### src/rtl/lzx_cmp_serial.sv
// Serial wide-word magnitude comparator: walks two WIDTH-bit operands MSB nibble
// first through a 4-bit cascade slice, exiting early on the first unequal nibble.
module lzx_cmp_serial #(
    parameter int unsigned WIDTH = 16
) (
    input  logic             clk,
    input  logic             rst,
    input  logic             in_valid,
    output logic             in_ready,
    input  logic [WIDTH-1:0] a,
    input  logic [WIDTH-1:0] b,
    output logic             out_valid,
    input  logic             out_ready,
    output logic             gt,
    output logic             eq,
    output logic             lt,
    output logic             busy
);

    localparam int unsigned NIB = WIDTH / 4;
    localparam int unsigned CW  = (NIB > 1) ? $clog2(NIB) : 1;

    typedef enum logic [1:0] {
        IDLE = 2'd0,
        RUN  = 2'd1,
        DONE = 2'd2
    } state_t;

    state_t           state_q;
    logic [WIDTH-1:0] sa_q;
    logic [WIDTH-1:0] sb_q;
    logic [CW-1:0]    cnt_q;
    logic             g_q, e_q, l_q;
    logic             gt_q, eq_q, lt_q;
    logic             out_valid_q;
    logic             busy_q;

    logic [3:0]       a_nib;
    logic [3:0]       b_nib;
    logic             g_d, e_d, l_d;
    logic             exit_d;

    // One cascade slice step; an already-decided g or l takes priority over the nibble.
    always_comb begin
        a_nib = sa_q[WIDTH-1 -: 4];
        b_nib = sb_q[WIDTH-1 -: 4];
        g_d   = g_q;
        e_d   = e_q;
        l_d   = l_q;
        if (!g_q && !l_q) begin
            if (a_nib > b_nib) begin
                g_d = 1'b1;
                e_d = 1'b0;
            end else if (a_nib < b_nib) begin
                l_d = 1'b1;
                e_d = 1'b0;
            end
        end
        exit_d = g_d | l_d | (cnt_q == '0);
    end

    always_ff @(posedge clk or posedge rst) begin
        if (rst) begin
            state_q     <= IDLE;
            sa_q        <= '0;
            sb_q        <= '0;
            cnt_q       <= '0;
            g_q         <= 1'b0;
            e_q         <= 1'b0;
            l_q         <= 1'b0;
            gt_q        <= 1'b0;
            eq_q        <= 1'b0;
            lt_q        <= 1'b0;
            out_valid_q <= 1'b0;
            busy_q      <= 1'b0;
        end else begin
            case (state_q)
                IDLE: begin
                    if (in_valid) begin
                        sa_q    <= a;
                        sb_q    <= b;
                        g_q     <= 1'b0;
                        e_q     <= 1'b1;
                        l_q     <= 1'b0;
                        cnt_q   <= CW'(NIB - 1);
                        gt_q    <= 1'b0;
                        eq_q    <= 1'b0;
                        lt_q    <= 1'b0;
                        busy_q  <= 1'b1;
                        state_q <= RUN;
                    end
                end
                RUN: begin
                    sa_q  <= sa_q << 4;
                    sb_q  <= sb_q << 4;
                    cnt_q <= cnt_q - CW'(1);
                    g_q   <= g_d;
                    e_q   <= e_d;
                    l_q   <= l_d;
                    if (exit_d) begin
                        gt_q        <= g_d;
                        eq_q        <= e_d;
                        lt_q        <= l_d;
                        out_valid_q <= 1'b1;
                        state_q     <= DONE;
                    end
                end
                DONE: begin
                    if (out_ready) begin
                        out_valid_q <= 1'b0;
                        gt_q        <= 1'b0;
                        eq_q        <= 1'b0;
                        lt_q        <= 1'b0;
                        busy_q      <= 1'b0;
                        state_q     <= IDLE;
                    end
                end
                default: state_q <= IDLE;
            endcase
        end
    end

    // Ready tracks the idle state but stays low while reset is held.
    assign in_ready  = (state_q == IDLE) && !rst;
    assign out_valid = out_valid_q;
    assign gt        = gt_q;
    assign eq        = eq_q;
    assign lt        = lt_q;
    assign busy      = busy_q;

endmodule

### config.mk
export PLATFORM = sky130hd
export DESIGN_NAME = lzx_cmp_serial
export DESIGN_NICKNAME = d
export VERILOG_FILES = /design/src/rtl/lzx_cmp_serial.sv
export SDC_FILE = /design/constraint.sdc
export NUM_CORES = 1
export LEC_CHECK = 0
export BUFFER_PORTS_ARGS = -buffer_cell sky130_fd_sc_hd__buf_2
export CORE_MARGIN = 2
export CORE_UTILIZATION = 40
export DETAILED_ROUTE_END_ITERATION = 6
export SLEW_MARGIN = 20
export SYNTH_ARGS = -nofsm -noshare
export SYNTH_HDL_FRONTEND = slang
export SYNTH_SLANG_ARGS = --single-unit
export TNS_END_PERCENT = 5
### constraint.sdc
create_clock -name clk -period 2.7 [get_ports clk]
set_input_delay 0.54 -clock clk [delete_from_list [all_inputs] [get_ports clk]]
set_output_delay 0.54 -clock clk [all_outputs]
set_load 0.02 [all_outputs]
After elaboration in Yosys (flattened, before gate mapping)
Cells that the tools add are included.

Logic and storage cells: 71. Output and inout bits: 6. Bits in registers: 44. Bits of input ports: 36.

Reduce and logical (&&, ||, !) cells: 16. Add/subtract/negate cells: 1. Order comparisons: 2. Bitwise gates (word level): 2. Mux-type cells: 33. Eq/ne operators: 5.

Operators with widths (number): one-hot mux 16 bit (2 select lines) (2); two-way mux 16 bit (2); two-way mux 1 bit (15); one-hot mux 1 bit (2 select lines) (5); one-hot mux 1 bit (3 select lines) (3); AND reduction 3 bit (3); two-way mux 2 bit (4); != test 2 bit (second input constant) (3); one-hot mux 2 bit (3 select lines) (1); nonzero test 2 bit (3); > comparator 4 bit (1); logical NOT 2 bit (2); less-than comparator 4 bit (1); one-hot mux 2 bit (2 select lines) (1); AND reduction 4 bit (1); logical NOT 1 bit (3); nonzero test 3 bit (1); == test 2 x 1 -> 1 bit (second input constant) (1); == test 2 bit (second input constant) (1); logical AND 1 bit (2); OR 1 bit (2); AND reduction 2 bit (1); subtractor 2 x 1 -> 2 bit (second input constant) (1).

Logic depth before layout (Yosys ltp)
Depth after elaboration: 8. Gate-level depth with buffers: 6. Mapped depth without buffers: 6.

Worst setup path before layout
OpenSTA, ideal clock, no wires.

Kind: register to output. Start: register state_q[0]. End: output port in_ready. Slack: 982 ps. Buffers on the path: 2. Arrival: 1178 ps. Stages on the path, launching flop included: 4. Data required time: 2160 ps. Cells stage by stage: dfrtp_1 > buf_4 > clkbuf_1 > nor3_1.

Word-level cells in the longest chain between the ends: 2.

RTL lines: start, declared (line 29) `state_t state_q;`; start signal, assigned (line 64) `state_q <= IDLE;`; start signal, assigned (line 90) `state_q <= RUN;`; start signal, assigned (line 105) `state_q <= DONE;`; logical NOT 2 bit (line 124) `assign in_ready = (state_q == IDLE) && !rst;`; logical AND 1 bit (line 124); end, declared (line 9) `output logic in_ready,`.

No other way between the ends.

Final worst setup path
Start: register sa_q[15]. End: register eq_q, in the netlist eq.

Word-level cells in the longest chain between the ends: 8. Elaborated cells on any way between the ends: 16. Those cells by class: order compare: 2; eq/ne: 1; mux: 10; bitwise: 2; reduce/logical: 1.

RTL lines: start, declared (line 30) `logic [WIDTH-1:0] sa_q;`; start signal, assigned (line 94) `sa_q <= sa_q << 4;`; less-than comparator 4 bit (line 54) `end else if (a_nib < b_nib) begin`; two-way mux 1 bit (line 54); two-way mux 1 bit (line 51) `if (a_nib > b_nib) begin`; two-way mux 1 bit (line 50) `if (!g_q && !l_q) begin`; OR 1 bit (2 in a row) (line 59) `exit_d = g_d | l_d | (cnt_q == '0);`; != test 2 bit (no line); AND reduction 4 bit (no line); end signal, assigned (line 72) `eq_q <= 1'b0;`; end signal, assigned (line 87) `eq_q <= 1'b0;`; end signal, assigned (line 102) `eq_q <= e_d;`; end, declared (line 34) `logic gt_q, eq_q, lt_q;`.

Parallel ways exist; a longest one is shown, timed or not. The select of a mux whose other input is x is not followed. A chain may end at the register's enable or synchronous reset.

==> results by group <==
Timing
  – Fin crit period: 1860 ps
  – Fin. max-slew vios: 0
  – Count of final hold-check violations: 0
  – Crit share post-route: 68.8%
  – Worst-margin pin slew: 705 ps
  – Hold WS: 236 ps
  – Clk_skew: 3.56 ps
  – RSZ-0062 raised after global routing: false
  – Fmax: 538 MHz
  – Endpoints failing setup: 0
  – TNS Setup: 0 ps
  – Headroom to the max-slew limit: 53.0%

Flow run
  – Max-Cap Viols: 0

Global route
  – All-Layer GR Usage: 17.6%
  – First-pass GRT wire length: 8.24 mm
  – Pin count of the biggest net entering global routing: 24
  – Vias in the first global route: 1,747
  – Total grt overflow: 0
  – Initial antenna violation count: 0

Floorplan
  – Die width: 76.9 µm
  – Std-Cell Core Area: 5110 µm²
  – Num ports: 42
  – Row Count: 26
  – Die Y-Extent: 76.9 µm
  – Initial core utilization: 41.6%
  – Die area: 5910 µm²

Clock network
  – Clk_lat worst skew: 290 ps
  – Post-CTS Setup Inserts: 0
  – Cts bufs inserted: 5
  – Clock Sinks: 44
  – CTS tree: built
  – Clk buf depth: 2
  – CTS Hold Bufs: 0
  – CTS H-tree lvls: 2
  – Worst-path clk slew: 80 ps
  – Cts repair resizes: 0
  – Root buffer cell: clkbuf_8

Worst setup path
  – Critical R2R Launch: sa_q[15]$_DFFE_PP0P_
  – Setup CP Type: reg -> reg
  – R2r setup slk: 840 ps
  – CP Max Fanout: 4
  – Reg-to-Reg End: eq$_DFFE_PP0P_
  – CP max stage cell: dfrtp_1
  – Critical Path Source: sa_q[15]$_DFFE_PP0P_
  – CP Launch Type: register
  – R2R depth: 5
  – Worst stage delay on the critical path: 390 ps
  – Worst path cell trace: ha_1 -> a21o_1 -> o31a_2 -> o31ai_1 -> mux2i_1
  – Req. time, crit path: 2860 ps
  – Arr. time, crit path: 2020 ps
  – CP Capture Type: register

Yosys
  – Post-synth top area share: 51.8%
  – Seq/Total Area, Yosys: 51.8%
  – Top post-synthesis cells by area: dfrtp_1 (52%), nand2_1 (9.4%), a31oi_1 (6.5%)
  – Leading area contributor after synthesis: dfrtp_1
  – Mean area per synthesized cell: 9.20 µm²
  – Synth unique cells: 34
  – Synthesis-stage register bit count: 44
  – Post-synth net total: 272
  – Cells after synthesis: 231
  – Synth Warn #: 0
  – Cell Area, Synth: 2130 µm²

Place
  – Input/output buffers: 41
  – Detailed Place HPWL: 3.33 mm
  – Total placed instance area: 2400 µm²
  – RD Place Congestion: 0.812

Cells and area
  – Leading cell type in the layout, fill and taps excluded: nand2_1
  – Layout fillers: 507
  – Design Area, Final: 2470 µm²
  – Inserted Diodes: 0
  – Commonest non-fill, non-tap cells in the layout: nand2_1 (53), dfrtp_1 (44), buf_2 (41), nor2_1 (23), a31oi_1 (22)
  – Fin nets: 313
  – End-of-flow core utilization: 48.4%
  – Synth-to-layout area growth: 16.4%
  – Layout cells sized above 1: 23.2%

Worst hold path
  – Hold Path Class: in -> async

Pwr
  – VDD IR max: 0.432 mV
  – Total power: 2.71 mW
  – PwrDens: 1100 nW/µm²
  – Leak Pwr: 1.19 nW

Drt
  – Initial DRT Pass Iterations: 4
  – 1st-iter DRT viols: 120
  – DR vias: 1,733
  – DRT Wirelength: 4.61 mm
  – DRT antenna net count: 0
  – Post-route DRC violation count: 0
  – Routed WL per cell: 13.5 µm
  – Average vias per placed instance: 5.07

Outcome
  – Status: completed
==> registers in the layout (all words and copies together), names as in the netlist <==
| name | cells |
|---|---|
| l_q | 1 |
| state_q | 2 |
| cnt_q | 2 |
| busy | 1 |
| g_q | 1 |
| eq | 1 |
| e_q | 1 |
| out_valid | 1 |
| sb_q | 16 |
| sa_q | 16 |
| lt | 1 |
| gt | 1 |
==> metrics by stage <==
stage,setup WS [ps],instances
2_1_floorplan,982,231
6_report,842,342
5_1_grt,641,342
3_3_place_gp,845,335
3_5_place_dp,802,335
4_1_cts,828,342
==> routing by layer <==
| layer | up-vias | share of wire, % | GRT usage, % |
|---|---|---|---|
| met5 | - | 0 | 0 |
| met4 | 0 | 1.0 | 7.27 |
| met3 | 4 | 3.5 | 3.06 |
| li1 | 871 | - | - |
| met2 | 32 | 46 | 27.0 |
| met1 | 826 | 49 | 24.5 |
==> final cells by class <==
cell class                 instances  area, µm²  area share, %
multi-input combinational        163        912           36.9
inverter                          10       37.5           1.52
tap                               70       87.6           3.54
timing repair buffer              48        258           10.4
clock inverter                     1       5.00          0.202
sequential                        44       1100           44.5
clock buffer                       6       72.6           2.93
==> power by group <==
group,switching (mW),internal (mW)
Clock,0.210,0.176
Sequential,0.202,0.971
Combinational,0.673,0.479
==> synthesized netlist by cell type <==
cell       number
nand3_1         1
o2bb2ai_1       1
buf_6           1
nor2_1         23
dfrtp_1        44
nor2b_4         1
a21oi_1         6
nor2_2          1
nand2b_1        4
nand2_1        53
buf_4           3
o21bai_1        1
inv_1          10
ha_1            5
mux2_2          1
buf_2           5
and2_1          4
a221o_1         1
nor3_1          2
a21oi_2         1
o31ai_1         1
a2111oi_2       1
o31a_2          1
o211ai_1        1
a22o_1          4
a21o_1          1
o311ai_4        1
and4_2          1
nor2b_1         1
a31oi_1        22
a22oi_1         5
o21ai_0        18
mux2i_1         1
clkbuf_1        5
==> worst max-delay path, delay by kind of cell, from the launching register on <==
kind	cells	cell delay, ps
AO/OA/AOI/OAI	3	880
adder cells (fa/ha/maj)	1	340
multiplexers	1	120
flip-flops	1	390
==> how the worst max path moves through the flow <==
stage / cells after the start / end / slack [ps]
6_report: 5 / eq$_DFFE_PP0P_ / 840
5_1_grt: 3 / gt$_DFFE_PP0P_ / 640
4_1_cts: 5 / eq$_DFFE_PP0P_ / 830
3_3_place_gp: 5 / sb_q[2]$_DFFE_PP0P_ / 840
3_5_place_dp: 5 / sb_q[2]$_DFFE_PP0P_ / 800
2_1_floorplan: 3 / in_ready / 980
==> cells by family after synthesis <==
family	synth area share, %
fa+ha+maj	2.94
compound gates	20.7
simple gates	18.2
flops	51.8
mux	1.00
buf+inv	5.41
(Power assumes the default switching activity.)
